File: src/rtl/mmm_pkg.sv
// Shared definitions for the matrix-multiply edge feeder: FP16 layout, FSM states
// and index helpers.
package mmm_pkg;

  localparam int FP16_EXP_W  = 5;
  localparam int FP16_FRAC_W = 10;
  localparam int FP16_W      = 1 + FP16_EXP_W + FP16_FRAC_W;

  localparam logic [FP16_W-1:0] FP16_ZERO = 16'h0000;

  typedef enum logic [1:0] {
    IDLE   = 2'd0,
    CLEAR  = 2'd1,
    STREAM = 2'd2,
    DONE   = 2'd3
  } state_e;

  // Index width for an N-entry dimension; a single entry still needs one bit.
  function automatic int idx_width(input int n);
    return (n > 1) ? $clog2(n) : 1;
  endfunction

  function automatic logic idx_in_range(input int unsigned idx, input int unsigned n);
    return idx < n;
  endfunction

endpackage

File: src/rtl/mmm_skew_bank.sv
// NxN operand register file with one write port and an N-lane diagonal read at skew k.
// COL_MAJOR=0 reads lane l from (row l, col k-l); COL_MAJOR=1 from (row k-l, col l).
module mmm_skew_bank
  import mmm_pkg::*;
#(
  parameter int N         = 4,
  parameter int DW        = FP16_W,
  parameter bit COL_MAJOR = 1'b0,
  localparam int IW       = idx_width(N),
  localparam int KW       = IW + 2
) (
  input  logic            clk,
  input  logic            reset,
  input  logic            we_i,
  input  logic [IW-1:0]   row_i,
  input  logic [IW-1:0]   col_i,
  input  logic [DW-1:0]   data_i,
  input  logic [KW-1:0]   k_i,
  output logic [N*DW-1:0] lanes_o
);

  logic [DW-1:0] mem_q [N][N];
  logic          wr_ok;
  logic [IW-1:0] diag;

  assign wr_ok = idx_in_range(int'(row_i), N) && idx_in_range(int'(col_i), N);

  always_ff @(posedge clk) begin
    if (reset) begin
      // NOTE: the bank is a register file, not a RAM macro, so every entry clears on reset.
      for (int r = 0; r < N; r++) begin
        for (int c = 0; c < N; c++) begin
          mem_q[r][c] <= '0;
        end
      end
    end else if (we_i && wr_ok) begin
      mem_q[row_i][col_i] <= data_i;
    end
  end

  // Lanes whose diagonal position falls outside the matrix carry +0.0 padding.
  always_comb begin
    lanes_o = '0;
    diag    = '0;
    for (int l = 0; l < N; l++) begin
      lanes_o[l*DW +: DW] = DW'(FP16_ZERO);
      if (int'(k_i) >= l && int'(k_i) - l < N) begin
        diag = IW'(int'(k_i) - l);
        lanes_o[l*DW +: DW] = COL_MAJOR ? mem_q[diag][IW'(l)] : mem_q[IW'(l)][diag];
      end
    end
  end

endmodule

File: src/rtl/mmm_edge_feeder.sv
// Transmit side of the PE edge interface: streams skewed rows of A to the left edge and
// skewed columns of B to the top edge, with registered pe_we/pe_mux/busy/done controls.
module mmm_edge_feeder
  import mmm_pkg::*;
#(
  parameter int N  = 4,
  parameter int DW = FP16_W,
  localparam int IW = idx_width(N)
) (
  input  logic            clk,
  input  logic            reset,
  input  logic            wr_en,
  input  logic            wr_sel,
  input  logic [IW-1:0]   wr_row,
  input  logic [IW-1:0]   wr_col,
  input  logic [DW-1:0]   wr_data,
  input  logic            start,
  output logic            busy,
  output logic            done,
  output logic [N*DW-1:0] left_out,
  output logic [N*DW-1:0] top_out,
  output logic            pe_we,
  output logic            pe_mux
);

  localparam int            KW     = IW + 2;
  localparam logic [KW-1:0] K_LAST = KW'(3 * N - 3);

  state_e          state_q, state_d;
  logic [KW-1:0]   k_q, k_d;
  logic            busy_q, busy_d;
  logic            done_q, done_d;
  logic            pe_we_q, pe_we_d;
  logic            pe_mux_q, pe_mux_d;
  logic [N*DW-1:0] left_q, left_d;
  logic [N*DW-1:0] top_q, top_d;
  logic [N*DW-1:0] a_lanes, b_lanes;
  logic            in_idle;

  assign in_idle = (state_q == IDLE);

  // Banks are read at the next-cycle skew so the lane registers present k in cycle k.
  mmm_skew_bank #(.N(N), .DW(DW), .COL_MAJOR(1'b0)) u_bank_a (
    .clk     (clk),
    .reset   (reset),
    .we_i    (wr_en && !wr_sel && in_idle),
    .row_i   (wr_row),
    .col_i   (wr_col),
    .data_i  (wr_data),
    .k_i     (k_d),
    .lanes_o (a_lanes)
  );

  mmm_skew_bank #(.N(N), .DW(DW), .COL_MAJOR(1'b1)) u_bank_b (
    .clk     (clk),
    .reset   (reset),
    .we_i    (wr_en && wr_sel && in_idle),
    .row_i   (wr_row),
    .col_i   (wr_col),
    .data_i  (wr_data),
    .k_i     (k_d),
    .lanes_o (b_lanes)
  );

  always_comb begin
    // NOTE: every combinational output gets a default first so no path can infer a latch.
    state_d = state_q;
    k_d     = k_q;
    case (state_q)
      IDLE:   if (start) state_d = CLEAR;
      CLEAR: begin
        state_d = STREAM;
        k_d     = '0;
      end
      STREAM: begin
        if (k_q == K_LAST) state_d = DONE;
        else               k_d     = k_q + 1'b1;
      end
      DONE:    state_d = IDLE;
      default: state_d = IDLE;
    endcase

    busy_d   = (state_d == CLEAR) || (state_d == STREAM);
    done_d   = (state_d == DONE);
    pe_we_d  = (state_d == CLEAR);
    pe_mux_d = (state_d == STREAM);
    left_d   = pe_mux_d ? a_lanes : '0;
    top_d    = pe_mux_d ? b_lanes : '0;
  end

  always_ff @(posedge clk) begin
    // NOTE: state registers use non-blocking assignments so all flops update together.
    if (reset) begin
      state_q  <= IDLE;
      k_q      <= '0;
      busy_q   <= 1'b0;
      done_q   <= 1'b0;
      pe_we_q  <= 1'b0;
      pe_mux_q <= 1'b0;
      left_q   <= '0;
      top_q    <= '0;
    end else begin
      state_q  <= state_d;
      k_q      <= k_d;
      busy_q   <= busy_d;
      done_q   <= done_d;
      pe_we_q  <= pe_we_d;
      pe_mux_q <= pe_mux_d;
      left_q   <= left_d;
      top_q    <= top_d;
    end
  end

  assign busy     = busy_q;
  assign done     = done_q;
  assign pe_we    = pe_we_q;
  assign pe_mux   = pe_mux_q;
  assign left_out = left_q;
  assign top_out  = top_q;

endmodule

File: config.mk
export PLATFORM = sky130hd
export DESIGN_NAME = mmm_edge_feeder
export DESIGN_NICKNAME = d
export VERILOG_FILES = /design/src/rtl/mmm_pkg.sv /design/src/rtl/mmm_skew_bank.sv /design/src/rtl/mmm_edge_feeder.sv
export SDC_FILE = /design/constraint.sdc
export NUM_CORES = 1
export LEC_CHECK = 0
export ABC_AREA = 1
export BUFFER_PORTS_ARGS = -buffer_cell sky130_fd_sc_hd__buf_2
export CAP_MARGIN = 0
export CORE_MARGIN = 10
export CORE_UTILIZATION = 30
export CTS_CLUSTER_DIAMETER = 150
export CTS_CLUSTER_SIZE = 40
export DETAILED_ROUTE_END_ITERATION = 7
export GPL_TIMING_DRIVEN = 0
export PLACE_DENSITY = 0.44
export SETUP_SLACK_MARGIN = 0.2
export SLEW_MARGIN = 0
export SYNTH_ARGS = -nofsm -noshare
export SYNTH_HDL_FRONTEND = slang
export SYNTH_HIERARCHICAL = 1
export SYNTH_SLANG_ARGS = --single-unit
File: constraint.sdc
create_clock -name clk -period 6.9 [get_ports clk]
set_input_delay 1.38 -clock clk [delete_from_list [all_inputs] [get_ports clk]]
set_output_delay 1.38 -clock clk [all_outputs]
set_load 0.05 [all_outputs]
==> results.tsv <==
stage	metric	value	unit
layout	final_cell_count_no_fill	3572	
routing	initialDrtViolationCount	1010	
floorplanning	die_area	0.0880	mm^2
worst_setup_path	timing.rr.end	left_out[30]	
global_routing	grt_pass1_wl	98100	um
worst_setup_path	crit_cells	20	
clocking	postCtsHoldBufs	0	
pwr	ir_drop	154	uV
clocking	clk_path_buf_depth	3	
global_routing	grt_max_degree	42	
yosys	synth_area	0.0230	mm^2
clocking	post_cts_buffers	0	
routing	wl_per_cell	18.5	um
global_routing	overflow	0	
worst_setup_path	slowest_stage	clkbuf_1	
global_routing	grt_usage	14.8	%
clocking	clk_latency	580	ps
yosys	syn_inst	2323	
yosys	synth-warning-count	6	
worst_setup_path	critical_path.startpoint_type	flop	
worst_setup_path	crit_buf_inv	12	
floorplanning	ios	157	
sta	worst-slew-pin-transition	1130	ps
yosys	synth-edff-count	384	
yosys	synth_top_flop_cell	edfxtp_1	
routing	ant_nets	0	
placement	gp_congestion	0.808	
sta	clock-skew-final	27.2	ps
clocking	clk_pin_slew	140	ps
worst_setup_path	reg2regPathDepth	20	
clocking	cts_sinks	522	
layout	drive_gt1_share	17.3	%
pwr	power.leakage	10.7	nW
placement	numPortBuffers	156	
sta	fin_tns_setup	0	ps
yosys	synth_common_cells	nor2_1 (663), edfxtp_1 (384), inv_1 (292)	
floorplanning	start_util	30.2	%
clocking	cts-root-buf	clkbuf_16	
yosys	synth-seq-cells	522	
worst_setup_path	crit_top_cell	inv_1	
yosys	yosys.area.top_type	edfxtp_1	
min_path	hold_class	reg2reg	
pwr	power_density	310	mW/mm^2
yosys	synth-seq-area-share	62.3	%
job	maxCapViolations	0	
layout	fill_cells	7825	
clocking	cts_resized	0	
worst_setup_path	crit_end	left_out[30]	
outcome	outcome	finished, final reports clean	
global_routing	antenna_found_initial	3	
routing	drtPass1Iterations	5	
clocking	numCtsBuffers	17	
floorplanning	die_y	297	um
yosys	synthDistinctLibCells	31	
layout	fin_nets	2567	
sta	fin_crit_sh	65.7	%
sta	slew_viol_final	0	
yosys	ys_async_sr_fraction	0	%
sta	slew_headroom	24.9	%
floorplanning	std_cell_rows	101	
worst_setup_path	end_kind	flop	
worst_setup_path	path_cells	inv_1 -> ha_1 -> inv_2 -> nor2_1 -> inv_1 -> nand3_1 -> inv_1 -> inv_2 -> buf_2 -> buf_2 -> buf_2 -> ha_1 -> buf_2 -> clkbuf_1 -> o21ai_0 -> o21ai_0 -> inv_1 -> nor2_1 -> inv_1 -> nor2_4	
layout	post-route-util	33.8	%
floorplanning	die_x	297	um
routing	viasPerCell	4.36	
clocking	cts_tree	done	
sta	rsz0062_at_grt	false	
sta	hold_viol_final	0	
routing	drc	0	
worst_setup_path	critPathLaunch	state_q[0]	
worst_setup_path	critPathMaxFanout	11	
worst_setup_path	r2r_start	state_q[0]	
worst_setup_path	reg2reg_slack	2360	ps
worst_setup_path	required	7430	ps
global_routing	first_global_vias	15758	
sta	min_period	4540	ps
worst_setup_path	crit_arrival	5060	ps
floorplanning	core_area	0.0759	mm^2
routing	totalWireLength	66200	um
placement	dp_hpwl	47900	um
sta	holdWs	610	ps
worst_setup_path	cp_top_family	buffers and inverters	
layout	area_growth	11.8	%
yosys	synth_top_area_share	50.2	%
placement	dp.cells	3540	
yosys	synth.most_common_cell	nor2_1	
yosys	synthTopCellsByArea	edfxtp_1 (50%), dfxtp_1 (12%), nor2_1 (11%)	
routing	num_vias	15585	
sta	fmax	0.220	GHz
sta	setup_viol	0	
clocking	cts-htree-levels	1	
yosys	syn_area_per_cell	9.88	um^2
worst_setup_path	worstSetupPathType	reg2reg	
worst_setup_path	max_stage_delay	540	ps
-- stage by stage --
stage / power (mW) / area [um^2] / worst slack (ps)
floorplan: 5.67 / 23100 / 3820
global placement: 6.57 / 25100 / 2360
detailed placement: 6.59 / 25100 / 2330
CTS: 8.07 / 25700 / 2280
global route: 8.48 / 25700 / 1920
finish: 7.95 / 25700 / 2360
-- worst min path at each step --
stage                 from     end  slack (ps)  cells after the start
floorplan           k_q[3]  k_q[3]         550                      3
detailed placement  k_q[3]  k_q[3]         600                      3
global route        k_q[3]  k_q[3]         670                      3
CTS                 k_q[3]  k_q[3]         620                      3
finish              k_q[3]  k_q[3]         610                      3
global placement    k_q[3]  k_q[3]         590                      3
-- cells by family after synthesis --
group	Yosys count	share of synthesized area [%]
other	1	0.0163
AO/OA/AOI/OAI	201	4.45
multiplexers	10	0.436
flip-flops	522	62.3
adder cells (fa/ha/maj)	13	0.708
buffers and inverters	449	9.53
AND/OR/NAND/NOR	1127	22.6
-- worst min-delay path: cells and delay by family, from the launching register on --
kind / cells / cell delay (ps)
flip-flops: 1 / 390
AND/OR/NAND/NOR: 3 / 200
-- power breakdown --
part	internal, mW	total, mW	switching [mW]
Sequential	3.50	3.54	0.0402
Combinational	0.789	2.94	2.15
Clock	0.488	1.47	0.982
Total	4.78	7.95	3.17
-- cell usage in the layout (no fill, tap or decap), drive strengths merged --
cell type and instances:
nand3 46, o21ai 136, nand2 296, clkbuf 64
buf 269, edfxtp 384, nor3 6, ha 13
diode 3, clkinv 1, inv 300, dfxtp 138
or2 14, conb 32, o211ai 1, o22ai 11
a21oi 53, nor2 764, mux2i 10, nand4 1
-- sequential cells by signal (all words and copies together), names as in the netlist --
| name | count |
|---|---|
| u_bank_a/mem_q | 256 |
| u_bank_b/mem_q | 128 |
| left_out | 64 |
| top_out | 64 |
| k_q | 4 |
| state_q | 2 |
| busy | 1 |
| done | 1 |
| pe_mux | 1 |
| pe_we | 1 |
-- metal layers --
| layer | GRT usage (%) | share of wire (%) |
|---|---|---|
| met5 | 0 | 0 |
| met4 | 3.02 | 1.9 |
| met3 | 2.16 | 5.0 |
| met2 | 26.7 | 51 |
| met1 | 18.5 | 42 |
-- area by class of cell --
class / count / area, um^2 / share of cell area, %
sequential: 522 / 14300 / 55.7
antenna: 3 / 7.51 / 0.0293
inverter: 298 / 1120 / 4.36
tap: 1030 / 1290 / 5.02
multi-input combinational: 1383 / 6600 / 25.7
timing repair buffer: 156 / 781 / 3.04
buffer: 151 / 1070 / 4.16
clock buffer: 26 / 459 / 1.79
clock inverter: 3 / 50.0 / 0.195
No activity file was read; power rests on OpenSTA's default activity.
